==> src/rtl/sd_cmd_sender.sv <==
// ---------------------------------------------------------------------------
// sd_cmd_sender
//
// SPI-mode SD command engine. Accepts one command (index, argument, response
// type) from the SD controller FSM. Frames it as a 48-bit SD command
// {0,1,index,argument,crc7,1} and shifts it out MSB first on sck/mosi under
// cs (SPI mode 0). It then hunts for the R1 start bit on miso, captures an
// 8/16/40-bit response and reports it, or reports a timeout.
//
// Parameters
//   CLK_DIV        : system clock cycles per sck half-period (>= 1)
//   MAX_WAIT_BYTES : response-wait budget in bytes (8*MAX_WAIT_BYTES samples)
//
// Ports
//   i_clk          : system clock, all logic on the rising edge
//   i_rst_n        : asynchronous active-low reset
//   i_cmd_valid    : command request, accepted when valid && ready
//   i_cmd_index    : SD command index
//   i_cmd_argument : 32-bit command argument
//   i_resp_type    : response length 0->8, 1->16, 2->40, 3->8 bits
//   o_cmd_ready    : high only while idle
//   o_resp_valid   : one-cycle pulse when a response or timeout is reported
//   o_response     : captured response, right-aligned, held until next accept
//   o_timeout      : qualifies o_resp_valid, held with o_response
//   o_sck          : SPI clock, idle low
//   o_cs           : chip select, active low
//   o_mosi         : SPI data to card, idle high
//   i_miso         : SPI data from card
//
// Configuration macro
//   SD_CMD_CRC_EN  : when defined, CRC7 is computed from the latched index and
//                    argument. When undefined, the CRC7 field is a constant
//                    (CMD0 -> 7'h4A, CMD8 -> 7'h43, otherwise 7'h7F) and no
//                    CRC generator is built.
// ---------------------------------------------------------------------------
module sd_cmd_sender #(
  parameter int CLK_DIV        = 2,
  parameter int MAX_WAIT_BYTES = 8
) (
  input  logic        i_clk,
  input  logic        i_rst_n,
  input  logic        i_cmd_valid,
  input  logic [5:0]  i_cmd_index,
  input  logic [31:0] i_cmd_argument,
  input  logic [1:0]  i_resp_type,
  output logic        o_cmd_ready,
  output logic        o_resp_valid,
  output logic [39:0] o_response,
  output logic        o_timeout,
  output logic        o_sck,
  output logic        o_cs,
  output logic        o_mosi,
  input  logic        i_miso
);

  localparam int DIV_W     = (CLK_DIV > 1) ? $clog2(CLK_DIV) : 1;
  localparam int WAIT_BITS = 8 * MAX_WAIT_BYTES;
  localparam int WAIT_W    = $clog2(WAIT_BITS + 1);

  typedef enum logic [2:0] {
    S_IDLE,
    S_SEND,
    S_WAIT,
    S_RECV,
    S_FINISH
  } state_t;

  state_t r_state;
  state_t w_state_next;

  logic [DIV_W-1:0]  r_div_cnt;
  logic              r_sck;
  logic              r_cs;
  logic              r_mosi;
  logic              r_resp_valid;
  logic              r_timeout;
  logic [5:0]        r_index;
  logic [31:0]       r_arg;
  logic [5:0]        r_bit_idx;
  logic [5:0]        r_len;
  logic [5:0]        r_rcv_cnt;
  logic [WAIT_W-1:0] r_wait_cnt;
  logic [39:0]       r_shift;
  logic [39:0]       r_response;

  logic [6:0]        w_crc;
  logic [47:0]       w_frame;
  logic [5:0]        w_bit_idx_dec;
  logic              w_accept;
  logic              w_active;
  logic              w_half_end;
  logic              w_rise;
  logic              w_fall;

  function automatic logic [5:0] f_resp_len(input logic [1:0] rt);
    logic [5:0] len;
    case (rt)
      2'd1:    len = 6'd16;
      2'd2:    len = 6'd40;
      default: len = 6'd8;
    endcase
    return len;
  endfunction

`ifdef SD_CMD_CRC_EN
  // CRC7, polynomial x^7 + x^3 + 1, init 0, MSB first over the 40-bit prefix.
  function automatic logic [6:0] f_crc7(input logic [39:0] d);
    logic [6:0] c;
    logic       fb;
    c = '0;
    for (int i = 39; i >= 0; i--) begin
      fb = d[i] ^ c[6];
      c  = {c[5:0], 1'b0};
      if (fb) begin
        c = c ^ 7'h09;
      end
    end
    return c;
  endfunction

  assign w_crc = f_crc7({2'b01, r_index, r_arg});
`else
  // Only the commands that are sent before CRC checking is disabled on the
  // card need a real CRC; every other command carries an all-ones CRC field.
  always_comb begin
    w_crc = 7'h7F;
    case (r_index)
      6'd0:    w_crc = 7'h4A;
      6'd8:    w_crc = 7'h43;
      default: w_crc = 7'h7F;
    endcase
  end
`endif

  assign w_frame       = {2'b01, r_index, r_arg, w_crc, 1'b1};
  assign w_bit_idx_dec = r_bit_idx - 6'd1;

  assign w_accept   = i_cmd_valid && (r_state == S_IDLE);
  assign w_active   = (r_state == S_SEND) || (r_state == S_WAIT) ||
                      (r_state == S_RECV);
  assign w_half_end = (r_div_cnt == DIV_W'(CLK_DIV - 1));
  // Rise: end of a low half-period (miso sample point). Fall: end of a bit.
  assign w_rise     = w_active && w_half_end && !r_sck;
  assign w_fall     = w_active && w_half_end && r_sck;

  // State register
  always_ff @(posedge i_clk or negedge i_rst_n) begin
    if (!i_rst_n) begin
      r_state <= S_IDLE;
    end else begin
      r_state <= w_state_next;
    end
  end

  // Next-state logic
  always_comb begin
    w_state_next = r_state;
    case (r_state)
      S_IDLE: begin
        if (w_accept) begin
          w_state_next = S_SEND;
        end
      end
      S_SEND: begin
        if (w_fall && (r_bit_idx == 6'd0)) begin
          w_state_next = S_WAIT;
        end
      end
      S_WAIT: begin
        // A 0 sample is the response MSB; otherwise give up once the budget
        // of samples has been spent and the last bit period has completed.
        if (w_rise && !i_miso) begin
          w_state_next = S_RECV;
        end else if (w_fall && (r_wait_cnt == WAIT_W'(WAIT_BITS))) begin
          w_state_next = S_FINISH;
        end
      end
      S_RECV: begin
        if (w_fall && (r_rcv_cnt == r_len)) begin
          w_state_next = S_FINISH;
        end
      end
      S_FINISH: begin
        w_state_next = S_IDLE;
      end
      default: begin
        w_state_next = S_IDLE;
      end
    endcase
  end

  // Datapath: sck divider, frame shifter, response capture and outputs
  always_ff @(posedge i_clk or negedge i_rst_n) begin
    if (!i_rst_n) begin
      r_div_cnt    <= '0;
      r_sck        <= 1'b0;
      r_cs         <= 1'b1;
      r_mosi       <= 1'b1;
      r_resp_valid <= 1'b0;
      r_timeout    <= 1'b0;
      r_index      <= '0;
      r_arg        <= '0;
      r_bit_idx    <= '0;
      r_len        <= '0;
      r_rcv_cnt    <= '0;
      r_wait_cnt   <= '0;
      r_shift      <= '0;
      r_response   <= '0;
    end else begin
      r_resp_valid <= 1'b0;
      case (r_state)
        S_IDLE: begin
          if (w_accept) begin
            r_index    <= i_cmd_index;
            r_arg      <= i_cmd_argument;
            r_len      <= f_resp_len(i_resp_type);
            r_cs       <= 1'b0;
            r_sck      <= 1'b0;
            // Bit 47 is the start bit, always 0.
            r_mosi     <= 1'b0;
            r_div_cnt  <= '0;
            r_bit_idx  <= 6'd47;
            r_wait_cnt <= '0;
            r_rcv_cnt  <= '0;
            r_shift    <= '0;
            r_response <= '0;
            r_timeout  <= 1'b0;
          end
        end
        S_SEND, S_WAIT, S_RECV: begin
          if (w_half_end) begin
            r_div_cnt <= '0;
            r_sck     <= ~r_sck;
          end else begin
            r_div_cnt <= r_div_cnt + 1'b1;
          end

          // mosi only moves while sck goes low, so it is stable at each rise.
          if ((r_state == S_SEND) && w_fall) begin
            if (r_bit_idx == 6'd0) begin
              r_mosi <= 1'b1;
            end else begin
              r_bit_idx <= w_bit_idx_dec;
              r_mosi    <= w_frame[w_bit_idx_dec];
            end
          end

          if ((r_state == S_WAIT) && w_rise) begin
            r_wait_cnt <= r_wait_cnt + 1'b1;
            if (!i_miso) begin
              r_shift   <= {r_shift[38:0], 1'b0};
              r_rcv_cnt <= 6'd1;
            end
          end

          if ((r_state == S_RECV) && w_rise) begin
            r_shift   <= {r_shift[38:0], i_miso};
            r_rcv_cnt <= r_rcv_cnt + 6'd1;
          end

          if (w_state_next == S_FINISH) begin
            r_sck        <= 1'b0;
            r_cs         <= 1'b1;
            r_mosi       <= 1'b1;
            r_resp_valid <= 1'b1;
            if (r_state == S_WAIT) begin
              r_response <= 40'hFF_FFFF_FFFF;
              r_timeout  <= 1'b1;
            end else begin
              // The shifter was cleared on accept, so the upper bits are zero.
              r_response <= r_shift;
              r_timeout  <= 1'b0;
            end
          end
        end
        default: begin
          r_sck <= 1'b0;
          r_cs  <= 1'b1;
        end
      endcase
    end
  end

  assign o_cmd_ready  = (r_state == S_IDLE);
  assign o_resp_valid = r_resp_valid;
  assign o_response   = r_response;
  assign o_timeout    = r_timeout;
  assign o_sck        = r_sck;
  assign o_cs         = r_cs;
  assign o_mosi       = r_mosi;

endmodule

==> config.mk <==
export PLATFORM = sky130hd
export DESIGN_NAME = sd_cmd_sender
export DESIGN_NICKNAME = d
export VERILOG_FILES = /design/src/rtl/sd_cmd_sender.sv
export SDC_FILE = /design/constraint.sdc
export NUM_CORES = 1
export LEC_CHECK = 0
export CORE_MARGIN = 4
export CORE_UTILIZATION = 35
export CTS_BUF_LIST = sky130_fd_sc_hd__clkbuf_16
export DETAILED_ROUTE_END_ITERATION = 8
export HOLD_SLACK_MARGIN = 0.15
export PLACE_DENSITY_LB_ADDON = 0.08
export SYNTH_ARGS = -nofsm -noshare
export SYNTH_HDL_FRONTEND = slang
export SYNTH_SLANG_ARGS = --single-unit
==> constraint.sdc <==
create_clock -name i_clk -period 2.9 [get_ports i_clk]
set_input_delay 0.29 -clock i_clk [delete_from_list [all_inputs] [get_ports i_clk]]
set_output_delay 0.29 -clock i_clk [all_outputs]
set_load 0.03 [all_outputs]
==> results of run 1 <==
[worst reg2reg max path: cells and delay by family, from the launching register on]
family / cells / cell delay, ns
compound gates: 2 / 0.38
fa+ha+maj: 1 / 0.17
buf+inv: 2 / 0.43
flops: 1 / 0.41
simple gates: 4 / 1.11
[area by class of cell]
| class | count | area share (%) |
|---|---|---|
| Inverter | 23 | 1.00 |
| Clock inverter | 15 | 2.24 |
| Clock buffer | 17 | 4.95 |
| Timing Repair Buffer | 106 | 12.5 |
| Tap cell | 260 | 3.79 |
| Sequential cell | 149 | 43.4 |
| Multi-Input combinational cell | 523 | 32.1 |
[Yosys cell counts (all sizes together) (3+ instances only)]
cell type  instances  share of area (%)
nand3              7               0.52
mux2i              3               0.44
and2               6               0.55
mux2               5               0.83
nand4              3               0.28
and3               3               0.28
xnor2              3               0.39
buf               15                1.4
o22ai             12                1.1
xor2              10                1.3
a21oi             71                5.3
nand3b             6               0.66
a31oi              3               0.28
nor2b              3               0.28
nand2b             4               0.37
nor2              59                3.3
dfrtp            147                 54
nand2            215                 12
inv               23                1.3
clkbuf            38                2.1
ha                 6                1.1
mux4               9                3.0
nor3              10               0.74
o21ai             58                4.3
[registers in the layout, indices dropped and copies added (netlist names), 3 cells and up]
| name | count |
|---|---|
| o_response | 40 |
| r_arg | 32 |
| r_bit_idx | 6 |
| r_index | 6 |
| r_len | 3 |
| r_rcv_cnt | 6 |
| r_shift | 40 |
| r_state | 3 |
| r_wait_cnt | 7 |
[power breakdown]
part	switching, mW	internal [mW]	total [mW]
registers	0.623	2.90	3.52
clock network	0.943	1.38	2.33
logic	2.09	1.56	3.65
total	3.66	5.85	9.50
[stage by stage]
step           instances  cell area, um2
2_1_floorplan        748            6790
3_3_place_gp        1060            7960
3_5_place_dp        1060            7960
4_1_cts             1093            8590
5_1_grt             1093            8590
6_report            1093            8590
[per-layer routing]
metal	track usage, %	routed length, um	vias up
met5	0	0	-
li1	-	-	2638
met2	25.2	7350	108
met3	2.90	521	21
met1	19.3	7210	2468
met4	5.50	253	0
[placed cells by master, fill, tap and decap left out, drive strengths merged, types with 2 or more instances in the layout]
master,netlist,layout
nand2,215,215
dfrtp,147,147
clkdlybuf4s50,0,88
a21oi,71,71
nor2,59,59
o21ai,58,58
inv,23,32
clkbuf,38,17
buf,15,17
o22ai,12,12
nor3,10,10
xor2,10,10
mux4,9,9
nand3,7,7
nand3b,6,6
and2,6,6
ha,6,6
mux2,5,5
nand2b,4,4
a31oi,3,3
nor2b,3,3
xnor2,3,3
mux2i,3,3
and3,3,3
nand4,3,3
bufinv,0,3
nor4,2,2
a211oi,2,2
o2111ai,2,2
dfstp,2,2
o21bai,2,2
or4,2,2
nor3b,2,2
o31ai,2,2
clkinv,0,2
[kinds of logic after synthesis]
group	Yosys count	synth area share, %
adders and majority gates	6	1.11
AOI/OAI and AO/OA	163	13.4
DFF	149	55.0
and+or+nand+nor	324	19.8
buffers and inverters	76	4.79
muxes	17	4.26
xor gates and xnor gates	13	1.68
[worst max-delay path by stage]
stage / slack (ns) / cells after the start / endpoint
6_report: 0.31 / 9 / o_response[26]
5_1_grt: 0.05 / 9 / o_response[28]
4_1_cts: 0.26 / 9 / o_response[26]
3_5_place_dp: 0.30 / 9 / o_response[26]
3_3_place_gp: 0.35 / 9 / o_response[19]
2_1_floorplan: 0.28 / 10 / o_mosi
==> metrics.yaml, run 1 <==
routing:
  drtIter0Drc: 260
  drcViolationCount: 0
  wl_per_cell_um: 14.0
  ant_nets: 0
  vias: 5235
  wirelength_mm: 15.3
  first_pass_iters: 4
  drt-vias-per-instance: 4.79
yosys:
  synth_warnings: 0
  yosysSeqAreaShare_pct: 55.0
  synth-async-reset-ratio_pct: 100
  ys.flop_type: "dfrtp_1"
  synth_cells: 748
  synth_nets: 798
  netlist_area_um2: 6790
  synth_area_per_cell_um2: 9.08
  synth-seq-cells: 149
  synth_edf_count: 0
  ys_types: 52
clocking:
  cts_setup_buffers: 0
  cts_sinks: 149
  cts_tree: "yes"
  cts_root_buf: "clkbuf_16"
  cts_buffers: 17
  cts_resized: 0
  h-tree-depth: 4
  cts_hold_buf: 1
  clockBufferDepth: 2
  clk_latency_ns: 0.42
  path_clk_slew_ns: 0.06
timing:
  holdWs_ns: 0.394
  skew_ns: 0.00543
  finalCritPeriodShare_pct: 89.4
  fmax_mhz: 386
  rsz0062_at_grt: "false"
  fin_ws_ns: 0.307
  hold_violations: 0
  min_period_ns: 2.59
  maxSlewHeadroom_pct: 56.2
  tns_ns: 0
  tightest_slew_ns: 0.657
  setup_viol: 0
  report.final.slew_viol_count: 0
power:
  finalPower_mw: 9.50
  p_leak_nw: 3.78
  powerDensity_nw_per_um2: 1110
  peakVddDrop_mv: 0.452
floorplanning:
  die_area_um2: 21700
  fp.coreArea_um2: 18900
  die_h_um: 147
  start_util_pct: 35.9
  die_w_um: 147
  rows: 50
  io-pin-count: 90
layout:
  area_delta_synth_final_pct: 26.5
  seqCellArea_um2: 3730
  antenna_cells: 0
  fill_cells: 1891
  post-route-util_pct: 45.5
  final_nets: 870
  multi_input_area_um2: 2760
  drive_gt1_share_pct: 8.76
grt:
  grt_pass1_vias: 5430
  grt_pass1_wl_mm: 26.7
  antenna_found_initial: 0
  grt_max_degree: 72
  gr-total-overflow: 0
  track_usage_pct: 15.0
place:
  post-place-ws_ns: 0.299
  port-buffer-count: 89
  post-dp-hpwl_mm: 10.3
  finalWeightedCongestion: 0.844
run_status:
  status: "complete, no violations"
worst_setup_path:
  worst_r2r_path_depth: 9
  crit_type: "reg2reg"
  r2r_end: "o_response[26]"
  cp-start-kind: "flop"
  crit_fanout: 20
  crit_arrival_ns: 2.93
  crit_chain: "inv_1, ha_1, nand2b_1, nor4_1, a41o_1, nor3b_4, buf_4, nor2_1, a21oi_1"
  cpPeakStageDelay_ns: 0.56
  required_ns: 3.24
  reg2reg_from: "r_rcv_cnt[0]"
  endpoint_kind: "flop"
  rrSetupSlack_ns: 0.31
  cp_num_buf_inv: 2
  cp-startpoint: "r_rcv_cnt[0]"
  worst_path_max_delay_cell: "nor3b_4"
  critical-path-top-delay-family: "simple AND/OR/NAND/NOR gates"
min_path:
  min_path_cells: 3
  min_to: "r_arg[26]"
  worstHoldPathType: "in2reg"
  min_from: "i_cmd_argument[26]"
flow_run:
  maxCapViolCount: 0
(Power assumes the default switching activity.)
==> run 2: changes to the inputs <==
Settings changed: REMOVE_ABC_BUFFERS from default to 1.
==> run 2 against run 1 <==
- critical path depth fell by 1
- clock power decreased by 12%
- maximum frequency grew 4.2%
- sequential power hardly changed
- wire length grew 2.6%
- combinational power hardly changed
- global-route usage grew 0.13 points
- utilization decreased by 0.50 points
- sequential share of layout area rose by 0.49 points
- flip-flop and latch count unchanged
- clock-buffer cell count is the same
==> metrics.yaml, run 2 (synthesis gave the netlist of run 1 again) <==
floorplanning:
  start_util_pct: 35.9
  die_area_um2: 21700
  die_w_um: 147
  die_h_um: 147
  io-pin-count: 90
  fp.coreArea_um2: 18900
  rows: 50
grt:
  track_usage_pct: 15.1
  gr-total-overflow: 0
  grt_pass1_vias: 5321
  antenna_found_initial: 0
  grt_pass1_wl_mm: 26.7
  grt_max_degree: 73
flow_run:
  maxCapViolCount: 0
layout:
  seqCellArea_um2: 3730
  final_nets: 869
  fill_cells: 1833
  final_common_cell: "nand2_1"
  postLayoutCellArea_um2: 8500
  layout_common_cells: "215 x nand2_1, 147 x dfrtp_1, 88 x clkdlybuf4s50_1"
  area_delta_synth_final_pct: 25.1
  multi_input_area_um2: 2760
  stdcell_count: 1092
  drive_gt1_share_pct: 8.41
  antenna_cells: 0
place:
  place_inst: 1059
  finalWeightedCongestion: 0.799
  post-dp-hpwl_mm: 10.3
  placedInstanceArea_um2: 7940
  port-buffer-count: 89
worst_setup_path:
  crit_arrival_ns: 2.79
  required_ns: 3.20
  cp-start-kind: "flop"
  endpoint_kind: "flop"
  crit_fanout: 72
  crit_type: "reg2reg"
routing:
  vias: 5250
  wirelength_mm: 15.7
  drtIter0Drc: 390
  ant_nets: 0
  first_pass_iters: 5
  drt-vias-per-instance: 4.81
  wl_per_cell_um: 14.4
  drcViolationCount: 0
timing:
  finalCritPeriodShare_pct: 85.8
  maxSlewHeadroom_pct: 53.2
  rsz0062_at_grt: "false"
  tightest_slew_ns: 0.701
  holdWs_ns: 0.398
  setup_viol: 0
  min_period_ns: 2.49
  skew_ns: 0.00850
  fmax_mhz: 402
  hold_violations: 0
  report.final.slew_viol_count: 0
clocking:
  cts_buffers: 17
  clockBufferDepth: 2
  cts_root_buf: "clkbuf_16"
  cts_sinks: 149
  cts_resized: 0
  path_clk_slew_ns: 0.06
  clk_latency_ns: 0.42
  cts_setup_buffers: 0
  cts_tree: "yes"
  h-tree-depth: 4
min_path:
  worstHoldPathType: "in2reg"
power:
  peakVddDrop_mv: 0.407
  p_leak_nw: 3.73
  powerDensity_nw_per_um2: 1090
run_status:
  status: "complete, no violations"
## run 2: path summary, 6_finish.rpt
check                           cells after the start             to  slack, ns               from
worst min register to register                      2      r_arg[28]       0.47          r_arg[28]
max in group asynchronous                           3  o_response[1]       1.59            i_rst_n
worst max register to register                      8      o_timeout       0.41       r_rcv_cnt[0]
min in group asynchronous                           2  r_wait_cnt[5]       0.42            i_rst_n
worst min-delay path                                3       r_arg[2]       0.40  i_cmd_argument[2]
worst max-delay path                                8      o_timeout       0.41       r_rcv_cnt[0]
## run 2: per-stage QoR
| stage | setup WS [ns] | util (%) | TNS (ns) | total power [mW] |
|---|---|---|---|---|
| after CTS | 0.457 | 45.0 | 0 | 9.38 |
| final | 0.412 | 45.0 | 0 | 9.25 |
| after detailed placement | 0.469 | 42.0 | 0 | 7.27 |
| after floorplan | -1.11 | - | -81.98 | 5.85 |
| after global routing | 0.312 | 45.0 | 0 | 9.94 |
| after global placement | 0.526 | 42.0 | 0 | 7.20 |
## run 2: metal layers
metal	vias up	wire length [um]	GRT usage [%]
met5	-	0	0
met4	0	137	4.10
met3	13	621	4.04
met2	97	7170	22.9
met1	2509	7800	21.4
li1	2631	-	-
## run 2: power breakdown
| group | switching [mW] | internal, mW | total (mW) |
|---|---|---|---|
| combinational | 2.11 | 1.55 | 3.66 |
| clock | 0.876 | 1.17 | 2.04 |
| sequential | 0.641 | 2.90 | 3.54 |
## run 2: repair_timing
item,4_1_cts,5_1_grt
endpoints found under the hold margin,54,0
endpoints found under the setup margin,0,0
hold buffers,1,0
## run 2: area by class of cell
type | instances | area share [%]
tap | 260 | 3.83
timing repair buffer | 105 | 12.4
multi-input combinational | 523 | 32.5
clock buffer | 17 | 5.01
inverter | 23 | 1.02
sequential | 149 | 43.9
clock inverter | 15 | 1.37
## run 2: critical path: stages (launching register included)
cell and delay [ns]:
dfrtp_1 0.41, inv_1 0.09, ha_1 0.18, nand2b_1 0.06, nor4_1 0.39, a41o_1 0.28, nor3b_4 0.24, buf_12 0.29
mux2_2 0.38
==> run 3: changes to the inputs <==
Settings changed: SLEW_MARGIN from default to 30.
==> results of run 3 <==
No change in the layout: final DEF, timing and power equal those of run 2.
==> variant (config.mk and constraints of run 2) <==
Encoding of `state_t`: now one-hot (5 bits for 5 states).
--- a/src/rtl/sd_cmd_sender.sv
+++ b/src/rtl/sd_cmd_sender.sv
@@ -57,12 +57,12 @@
   localparam int WAIT_BITS = 8 * MAX_WAIT_BYTES;
   localparam int WAIT_W    = $clog2(WAIT_BITS + 1);
 
-  typedef enum logic [2:0] {
-    S_IDLE,
-    S_SEND,
-    S_WAIT,
-    S_RECV,
-    S_FINISH
+  typedef enum logic [4:0] {
+    S_IDLE   = 5'b00001,
+    S_SEND   = 5'b00010,
+    S_WAIT   = 5'b00100,
+    S_RECV   = 5'b01000,
+    S_FINISH = 5'b10000
   } state_t;
 
   state_t r_state;
Function: no difference found for any inputs over 4 cycles, from zero or initial values and one cycle with i_rst_n low; so few cycles prove little.
==> variant against run 2 <==
Routed wire length is 3.2% higher. Sequential cell count up 2. Final area up 1.1%. First-iteration DRC count shrank 39%. Setup slack got worse by 0.13 ns. Count of clock-buffer cells in the layout did not move. Core utilization grew 0.37 points. Synthesized area is 0.96% higher. Non-clock buffer count fell by 1. Highest routed layer unchanged.
Power is not compared: it rests on default switching activity, and its combinational part moved more than twofold at a synthesized area within 25%.
==> variant: results (changes against run 2) <==
Worst setup path
  – Critical path peak fanout: 3 (-96%)
  – Worst Reg2Reg Path Length in Cells: 9 (+1)
  – Setup crit start: r_state[0]
  – CP max stage cell: clkdlybuf4s50_1
  – FF-to-FF End: o_mosi
  – Reg-to-reg startpoint: r_bit_idx[1]
  – Crit-path max cell delay: 0.71 ns (+0.30 ns)

Logic synthesis
  – Adder-Cell Fraction of Synth Area: 0.913% (-0.19 points)
  – Netlist cell types: 53 (+1.9%)
  – Largest cells by area after synthesis: dfrtp_1 (54%), nand2_1 (14%), o21ai_1 (6.1%)
  – Number of synthesized register bits: 151 (+1.3%)
  – Multiplexer share of the synthesized area: 3.30% (-0.95 points)
  – Post-synthesis xor/xnor area fraction: 2.17% (+0.50 points)
  – Seq/Total Area, Yosys: 55.2% (+0.23 points)

STA
  – Hold WS: 0.394 ns (-0.00364 ns)
  – Skew final: 0.0138 ns (+0.00528 ns)

Run status
  – Status: completed

Global route
  – Gr usage total: 15.4% (+0.31 points)
  – Number of global-route vias before repair: 5,433 (+2.1%)
  – Largest net degree at the start of global routing: 87 (+19%)
  – Met1 GRT Util: 20.1% (-1.3 points)
  – Grt met2 use: 24.8% (+1.9 points)

Min path
  – Hold worst-path end: r_arg[31]
  – Min-delay src: i_cmd_argument[31]

Final layout
  – Register area: 3780 um^2 (+1.4%)

Detailed routing
  – Drt wl/cell: 14.8 um (+2.6%)
  – DR iter-0 viols: 238 (-39%)

Placed design
  – Post-DP HPWL: 10.6 mm (+2.7%)
-- variant: cell types whose count changed in the layout (fill, tap and decap cells not counted), moves of 13 or more --
cell,change
a21oi_1,-26
nor2_1,-36
o21ai_1,+84
inv_1,-13
nand2_1,+33
o21ai_0,-33
-- variant: cell type report --
| type | count | area share [%] |
|---|---|---|
| inverters | 10 | 0.437 |
| multi-input cells | 541 | 32.6 |
| well taps | 260 | 3.79 |
| flip-flops and latches | 151 | 44.0 |
| clock buffers | 17 | 4.95 |
| repair buffers | 104 | 12.4 |
| clock inverters | 15 | 1.81 |
-- variant: tightest hold or removal path: cells and delay by family --
| family | cells | cell delay, ns |
|---|---|---|
| buffers and inverters | 1 | 0.40 |
| AND/OR/NAND/NOR | 2 | 0.09 |
-- variant: metal layers --
layer  vias up  part of all wire (%)
met4         0                  0.73
met2        95                    47
li1       2679                     -
met3        10                   3.9
met1      2561                    48
met5         -                     0
-- variant: timing repair --
item / CTS / global route
resized for setup: 0 / 0
endpoints found under the hold margin: 69 / 0
hold buffers: 1 / 0
